**config.mk**
```make
export PLATFORM = sky130hd
export DESIGN_NAME = keypad_hit_frontend_flat
export DESIGN_NICKNAME = d
export VERILOG_FILES = /design/src/rtl/keypad_hit_frontend_pkg.sv /design/src/rtl/keypad_hit_frontend_if.sv /design/src/rtl/keypad_hit_frontend_key_debounce_cell.sv /design/src/rtl/keypad_hit_frontend.sv /design/src/flat_wrapper.sv
export SDC_FILE = /design/constraint.sdc
export NUM_CORES = 1
export LEC_CHECK = 0
export ABC_AREA = 1
export CAP_MARGIN = 10
export CORE_MARGIN = 5
export CORE_UTILIZATION = 55
export DETAILED_ROUTE_END_ITERATION = 12
export PLACE_DENSITY = 0.8
export SYNTH_ARGS = -nofsm -noshare
export SYNTH_HDL_FRONTEND = slang
export SYNTH_HIERARCHICAL = 1
export SYNTH_SLANG_ARGS = --single-unit
export TNS_END_PERCENT = 100
```
**constraint.sdc**
```tcl
create_clock -name CLK -period 1.8 [get_ports CLK]
set_clock_uncertainty 0.15 [all_clocks]
set_input_delay 0.27 -clock CLK [delete_from_list [all_inputs] [get_ports CLK]]
set_output_delay 0.27 -clock CLK [all_outputs]
set_load 0.02 [all_outputs]
```
**src/rtl/keypad_hit_frontend_pkg.sv**
```systemverilog
// rtl/keypad_hit_frontend_pkg.sv - shared types and defaults for the keypad hit front end
package keypad_hit_frontend_pkg;

  localparam int DEFAULT_NUM_KEYS        = 8;
  localparam int DEFAULT_DEBOUNCE_CYCLES = 16;

  typedef enum logic [1:0] {
    KEY_IDLE         = 2'd0,
    KEY_PRESS_WAIT   = 2'd1,
    KEY_HELD         = 2'd2,
    KEY_RELEASE_WAIT = 2'd3
  } key_state_t;

  // Wide enough to hold DEBOUNCE_CYCLES itself, the saturation value.
  function automatic int cnt_width(input int debounce_cycles);
    return $clog2(debounce_cycles + 1);
  endfunction

endpackage

```
**src/rtl/keypad_hit_frontend_if.sv**
```systemverilog
// rtl/keypad_hit_frontend_if.sv - raw key inputs and debounced press/level outputs
interface keypad_hit_frontend_if
  import keypad_hit_frontend_pkg::*;
#(
  parameter int NUM_KEYS = DEFAULT_NUM_KEYS
);

  logic [NUM_KEYS-1:0] key_raw;
  logic [NUM_KEYS-1:0] keypad;
  logic [NUM_KEYS-1:0] key_level;
  logic                any_press;

  modport master (
    output key_raw,
    input  keypad,
    input  key_level,
    input  any_press
  );

  modport slave (
    input  key_raw,
    output keypad,
    output key_level,
    output any_press
  );

endinterface

```
**src/rtl/keypad_hit_frontend_key_debounce_cell.sv**
```systemverilog
// rtl/keypad_hit_frontend_key_debounce_cell.sv - per-key synchronizer, debounce FSM and press pulse
module key_debounce_cell
  import keypad_hit_frontend_pkg::*;
#(
  parameter int DEBOUNCE_CYCLES = DEFAULT_DEBOUNCE_CYCLES
)(
  input  logic CLK,
  input  logic RESET,
  input  logic key_raw,
  output logic keypad,
  output logic key_level
);

  localparam int             CNT_W    = cnt_width(DEBOUNCE_CYCLES);
  localparam logic [CNT_W-1:0] CNT_ONE  = CNT_W'(1);
  localparam logic [CNT_W-1:0] CNT_LAST = CNT_W'(DEBOUNCE_CYCLES - 1);
  localparam logic [CNT_W-1:0] CNT_FULL = CNT_W'(DEBOUNCE_CYCLES);

  logic             sync_meta;
  logic             sync_q;
  key_state_t       state;
  key_state_t       state_nxt;
  logic [CNT_W-1:0] cnt;
  logic [CNT_W-1:0] cnt_nxt;
  logic             stable_done;
  logic             keypad_nxt;
  logic             key_level_nxt;

  always_ff @(posedge CLK) begin
    if (RESET) begin
      sync_meta <= 1'b0;
      sync_q    <= 1'b0;
      state     <= KEY_IDLE;
      cnt       <= '0;
      keypad    <= 1'b0;
      key_level <= 1'b0;
    end else begin
      sync_meta <= key_raw;
      sync_q    <= sync_meta;
      state     <= state_nxt;
      cnt       <= cnt_nxt;
      keypad    <= keypad_nxt;
      key_level <= key_level_nxt;
    end
  end

  // The current sample is the DEBOUNCE_CYCLES-th stable one when cnt already holds one less.
  assign stable_done = (cnt >= CNT_LAST);

  always_comb begin
    state_nxt = state;
    cnt_nxt   = cnt;
    case (state)
      KEY_IDLE: begin
        if (sync_q) begin
          state_nxt = KEY_PRESS_WAIT;
          cnt_nxt   = CNT_ONE;
        end
      end
      KEY_PRESS_WAIT: begin
        if (!sync_q) begin
          state_nxt = KEY_IDLE;
          cnt_nxt   = '0;
        end else if (stable_done) begin
          state_nxt = KEY_HELD;
          cnt_nxt   = CNT_FULL;
        end else begin
          cnt_nxt   = cnt + CNT_ONE;
        end
      end
      KEY_HELD: begin
        if (!sync_q) begin
          state_nxt = KEY_RELEASE_WAIT;
          cnt_nxt   = CNT_ONE;
        end
      end
      KEY_RELEASE_WAIT: begin
        if (sync_q) begin
          state_nxt = KEY_HELD;
          cnt_nxt   = '0;
        end else if (stable_done) begin
          state_nxt = KEY_IDLE;
          cnt_nxt   = CNT_FULL;
        end else begin
          cnt_nxt   = cnt + CNT_ONE;
        end
      end
      default: begin
        state_nxt = KEY_IDLE;
        cnt_nxt   = '0;
      end
    endcase
  end

  // Only a fresh press pulses; bouncing back from RELEASE_WAIT keeps the key held silently.
  always_comb begin
    keypad_nxt    = (state == KEY_PRESS_WAIT) && (state_nxt == KEY_HELD);
    key_level_nxt = (state_nxt == KEY_HELD) || (state_nxt == KEY_RELEASE_WAIT);
  end

endmodule

```
**src/rtl/keypad_hit_frontend.sv**
```systemverilog
// rtl/keypad_hit_frontend.sv - array of independent debounced keys with an any-press flag
module keypad_hit_frontend
  import keypad_hit_frontend_pkg::*;
#(
  parameter int NUM_KEYS        = DEFAULT_NUM_KEYS,
  parameter int DEBOUNCE_CYCLES = DEFAULT_DEBOUNCE_CYCLES
)(
  input  logic                  CLK,
  input  logic                  RESET,
  keypad_hit_frontend_if.slave  keys
);

  logic [NUM_KEYS-1:0] keypad_w;
  logic [NUM_KEYS-1:0] key_level_w;

  for (genvar i = 0; i < NUM_KEYS; i++) begin : g_key
    key_debounce_cell #(
      .DEBOUNCE_CYCLES (DEBOUNCE_CYCLES)
    ) u_cell (
      .CLK       (CLK),
      .RESET     (RESET),
      .key_raw   (keys.key_raw[i]),
      .keypad    (keypad_w[i]),
      .key_level (key_level_w[i])
    );
  end

  assign keys.keypad    = keypad_w;
  assign keys.key_level = key_level_w;
  assign keys.any_press = |keypad_w;

endmodule

```
**src/flat_wrapper.sv**
```systemverilog
// flat-port wrapper written by rule: the top's interface ports become plain ports
module keypad_hit_frontend_flat import keypad_hit_frontend_pkg::*;
#(
  parameter int NUM_KEYS        = DEFAULT_NUM_KEYS,
  parameter int DEBOUNCE_CYCLES = DEFAULT_DEBOUNCE_CYCLES
)
  (CLK, RESET, keys_key_raw, keys_keypad, keys_key_level, keys_any_press);
  keypad_hit_frontend_if #(.NUM_KEYS(NUM_KEYS)) keys_i ();
  input  logic CLK;
  input  logic RESET;
  input wire logic [$bits(keys_i.key_raw)-1:0] keys_key_raw;
  output wire logic [$bits(keys_i.keypad)-1:0] keys_keypad;
  output wire logic [$bits(keys_i.key_level)-1:0] keys_key_level;
  output wire logic [$bits(keys_i.any_press)-1:0] keys_any_press;
  assign keys_i.key_raw = keys_key_raw;
  assign keys_keypad = keys_i.keypad;
  assign keys_key_level = keys_i.key_level;
  assign keys_any_press = keys_i.any_press;
  keypad_hit_frontend #(.NUM_KEYS(NUM_KEYS), .DEBOUNCE_CYCLES(DEBOUNCE_CYCLES)) u_core (.CLK(CLK), .RESET(RESET), .keys(keys_i));
endmodule
```
* After elaboration in Yosys (flattened, before gate mapping) *
Index checks and enable logic that the tools add are counted.

word-level totals
  ROM bits = 0
  input bits = 10
  logic and storage cells = 257
  output and inout port bits = 17
  RAM bits = 0
  memories = 0
  latch bits = 0
  bits in registers = 88

cells by class
  bitwise logic cells = 0
  equal/unequal tests = 56
  div/mod/pow operators = 0
  muxes and demuxes = 104
  $add $sub $neg = 8
  shift operators = 0
  $mul = 0
  order comparisons = 8
  reduce and logical (&&, ||, !) cells = 33

operator list
  operator                                                            number
  2-to-1 mux 5 bit                                                    40
  one-hot mux 5 bit (4 select lines)                                  8
  2-to-1 mux 2 bit                                                    48
  == test 2 bit (second input constant)                               32
  one-hot mux 2 bit (4 select lines)                                  8
  adder 5 x 1 -> 5 bit (second input constant)                        8
  greater-or-equal comparator 5 x 4 -> 1 bit (second input constant)  8
  != test 2 bit (second input constant)                               16
  == test 2 x 1 -> 1 bit (second input constant)                      8
  logical NOT 2 bit                                                   8
  AND reduction 2 bit                                                 8
  logical AND 1 bit                                                   8
  logical OR 1 bit                                                    8
  OR reduction 8 bit                                                  1

* Longest topological paths before layout *
  depth after elaboration = 6
  mapped depth = 9
  depth with buffers taken out = 9

* Modules after synthesis *
The synthesis kept the hierarchy.

modules (own cells, without submodules)
  module                                          cells each  sequential area each (um2)  area each (um2)  instances
  key_debounce_cell (u_core.g_key[0].u_cell ...)  67          200.2                       473.0            6
  key_debounce_cell (u_core.g_key[7].u_cell)      69          220.2                       496.7            1
  key_debounce_cell (u_core.g_key[6].u_cell)      67          200.2                       467.9            1
  keypad_hit_frontend                             15          0.0                         56.3             1

* Worst setup path after synthesis *
Ideal clock, no wire load.

  path kind = flip-flop to flip-flop
  from = register u_core.g_key[6].u_cell.cnt[0]
  to = register u_core.g_key[6].u_cell.cnt[2]
  arrival = 1281 ps
  cell stages (with the launch flop) = 10
  path slack = 304 ps
  path buffers = 0
  period minus slack after synthesis = 1496 ps
  cells stage by stage = dfxtp_1 > ha_1 > nand2_1 > nor2_1 > ha_1 > nor2_1 > nand2_1 > nand2_1 > nand3_1 > nor2_1

between the ends
  word-level cells in the longest chain between the ends = 4

ends and longest elaborated chain
  element                                                                                    RTL line                                                                                                                               text
  start, declared                                                                            keypad_hit_frontend_key_debounce_cell.sv:23                                                                                            logic [CNT_W-1:0] cnt;
  start signal, assigned                                                                     keypad_hit_frontend_key_debounce_cell.sv:41                                                                                            cnt <= cnt_nxt;
  adder 5 x 1 -> 5 bit / greater-or-equal comparator 5 x 4 -> 1 bit (equally long branches)  keypad_hit_frontend_key_debounce_cell.sv:68, keypad_hit_frontend_key_debounce_cell.sv:85, keypad_hit_frontend_key_debounce_cell.sv:48
  2-to-1 mux 5 bit (*)                                                                       keypad_hit_frontend_key_debounce_cell.sv:64, keypad_hit_frontend_key_debounce_cell.sv:81
  2-to-1 mux 5 bit (on tied branches)                                                        keypad_hit_frontend_key_debounce_cell.sv:78, keypad_hit_frontend_key_debounce_cell.sv:61
  one-hot mux 5 bit (4 select lines) (*)                                                     keypad_hit_frontend_key_debounce_cell.sv:53                                                                                            case (state)

Mark *: on every way between the ends. The rest lies on a longest branch, timed or not.
A chain may end at the register's enable or synchronous reset.

* Worst setup path in the final report *
  from = register u_core.g_key[5].u_cell.keypad
  to = output keys_keypad[5]

RTL lines
  element                 RTL line                                     text
  start, declared         keypad_hit_frontend_key_debounce_cell.sv:10  output logic keypad,
  start signal, assigned  keypad_hit_frontend_key_debounce_cell.sv:42  keypad <= keypad_nxt;
  end, declared           flat_wrapper.sv:12                           output wire logic [$bits(keys_i.keypad)-1:0] keys_keypad;

No word-level cell between the ends.

==> qor.txt <==
Outcome - complete, no violations
Critical path fanouts, max - 2
Final min period - 1.75 ns
Via count - 3341
H-tree Lvls - 3
Via density - 4.83
Hold path cells - 3
Nets - 618
Max_cap viols - 0
Hold wc startpoint - RESET
Setup crit start kind - flip-flop
Data arrival time of the worst path - 1.33 ns
Post-CTS Setup Inserts - 0
Cell Area, Synth - 3860 um2
Core area - 6790 um2
Total track usage - 0.177
ANT nets after route - 0
LEAKAGE - 2.14 nW
Synth warn - 6
Clock-pin slew on the worst setup and hold paths - 0.08 ns
Die Area - 8790 um2
Overall die width - 93.8 um
Worst r2r src - u_core/g_key[3].u_cell/cnt[0]
Power share of the clock group - 0.376
Final WL - 7090 um
Crit path max-delay family - buffers and inverters
Initial DRC Count - 127
Boundary Pins - 27
CP Capture Type - output port
RR Endpoint - u_core/g_key[3].u_cell/cnt[3]
Num CTS Buffers - 9
Vias in the first global route - 3145
Slowest library cell on the worst path - clkdlybuf4s50_1
GPL Wtd Cong - 0.814
# rows - 30
ANT cells - 0
CP cell instances - clkdlybuf4s50_1
Later-pin clock latency in the skew report - 0.35 ns
Critical path depth - 1
P_sw - 0.000747 W
Synthesized area per cell - 6.98 um2
Peak supply drop - 0.000462 V
Initial antenna violation count - 0
Clock root buffer - clkbuf_8
First-pass GRT wire length - 12700 um
WL per Instance - 10.2 um
Residual DRC count - 0
Internal cell power - 0.00249 W
Sequential-to-total area share from yosys stat - 0.420
CP Launch Point - u_core/g_key[5].u_cell/keypad
Max incr delay on CP - 0.63 ns
PD cells - 728 nW/um2
Path depth of the worst reg2reg path - 9
Mapped Cells - 553
Share of cells above drive strength 1 - 0.0755
Sequential share of power - 0.570
Worst Path Class, Setup - flip-flop to output port
CTS tree - built
Switching share of total power - 0.231
Register bit total from synthesis - 81
Grt ovf - 0
Hold crit path type - primary input to flip-flop
Largest net degree at the start of global routing - 27
RSZ-0062 raised after global routing - false
Slew @ Worst Pin - 0.262 ns
CTS sink count - 81
Max Buffers Root-to-Sink - 2
IO buf count - 26
Critical Path RT - 1.38 ns
Worst hold slack - 0.154 ns
Detail Placement HPWL - 5430 um
Setup Total Neg Slack - 0 ns
Cts hold-fix bufs - 0
Area grow syn2layout - 15.1%
Setup slack, reg-to-reg - 0.16 ns
Pre-antenna DRT Iters - 4
Slew Limit Fails - 0
Initial core utilization - 0.568
Final Worst Setup Slack - 0.0515 ns
Part of the power in combinational logic - 0.053
Final Hold Viols - 0
Slew margin rel. - 0.824
Final Setup Violations - 0
Netlist cell types - 11
Height of the die - 93.8 um
Syn_nets - 579
CP endpoint - keys_keypad[5]
Final Cycle Share - 0.971
Post-Place Worst Slack - 0.151 ns
Peak Freq - 0.572 GHz
Worst path bufs/invs - 1
[layer usage]
| metal | track usage | part of all wire |
|---|---|---|
| met2 | 0.301 | 0.46 |
| met1 | 0.208 | 0.48 |
| met5 | 0 | 0 |
| met4 | 0.0975 | 0.022 |
| met3 | 0.0361 | 0.037 |
[registers in the layout, indices dropped and copies added (netlist names)]
signal,cells
u_core/g_key.u_cell/state,16
u_core/g_key.u_cell/sync_q,8
u_core/g_key.u_cell/sync_meta,8
u_core/g_key.u_cell/cnt,40
u_core/g_key.u_cell/key_level,1
u_core/g_key.u_cell/keypad,8
[kinds of logic after synthesis]
| family | count (synthesis) | synth area share |
|---|---|---|
| buffers and inverters | 120 | 0.117 |
| adder cells (fa/ha/maj) | 16 | 0.0519 |
| AND/OR/NAND/NOR | 296 | 0.354 |
| AO/OA/AOI/OAI | 40 | 0.0571 |
| flip-flops | 81 | 0.420 |
[stage by stage]
step                area (um2)  total power (W)  utilization  std cells
finish                    4440          0.00323        0.654        692
floorplan                 3860          0.00199            -        553
detailed placement        4260          0.00206        0.627        677
global placement          4260          0.00205        0.627        677
global route              4440          0.00337        0.654        692
CTS                       4430          0.00327        0.652        692
[placed cells by master, fill, tap and decap left out]
cell / Yosys / layout
clkdlybuf4s50_1: 0 / 16
nand2_4: 15 / 15
inv_1: 120 / 120
buf_12: 0 / 1
nor2_1: 90 / 87
nand4_1: 16 / 16
buf_4: 0 / 1
dfxtp_1: 81 / 81
clkinv_2: 0 / 3
clkbuf_8: 0 / 12
a211oi_1: 8 / 8
nand3_1: 64 / 64
a21oi_1: 32 / 32
nand2_1: 102 / 102
dlygate4sd2_1: 0 / 8
buf_2: 0 / 1
nor2_2: 0 / 3
nand2_2: 9 / 9
ha_1: 16 / 16
dlymetal6s2s_1: 0 / 1
[how the worst min path moves through the flow]
stage	endpoint
after floorplan	u_core/g_key[0].u_cell/cnt[1]
after detailed placement	u_core/g_key[1].u_cell/sync_q
after global routing	u_core/g_key[1].u_cell/sync_q
final	u_core/g_key[2].u_cell/cnt[1]
after CTS	u_core/g_key[3].u_cell/sync_q
after global placement	u_core/g_key[6].u_cell/sync_q
[synth_stat cells]
master    number  area share
nor2_1        90       0.088
nand2_4       15       0.044
nand2_1      102       0.099
inv_1        120        0.12
a211oi_1       8       0.016
ha_1          16       0.052
a21oi_1       32       0.042
nand2_2        9       0.015
nand3_1       64       0.083
nand4_1       16       0.026
dfxtp_1       81        0.42
[timing repair]
item | 4_1_cts | 5_1_grt
hold endpoints to repair | 0 | 0
cloned | 0 | 0
gates resized for setup | 8 | 4
setup endpoints to repair | 8 | 6
[area by class of cell]
type                            instances  area [um2]
Sequential cell                        81        1620
Tap cell                               96         120
Clock buffer                           12         165
Multi-Input combinational cell        352        1790
Timing Repair Buffer                   28         275
Clock inverter                          3        15.0
Inverter                              120         450
Fill cell                             608        2350
[power groups by stage]
stage	combinational, W	sequential [W]	clock (W)
floorplan	0.000109	0.00188	0
global placement	0.000167	0.00189	0
detailed placement	0.000172	0.00189	0
CTS	0.000173	0.00184	0.00125
global route	0.000198	0.00185	0.00133
finish	0.000172	0.00185	0.00122
Note: power is estimated with default switching activity, not from simulation.
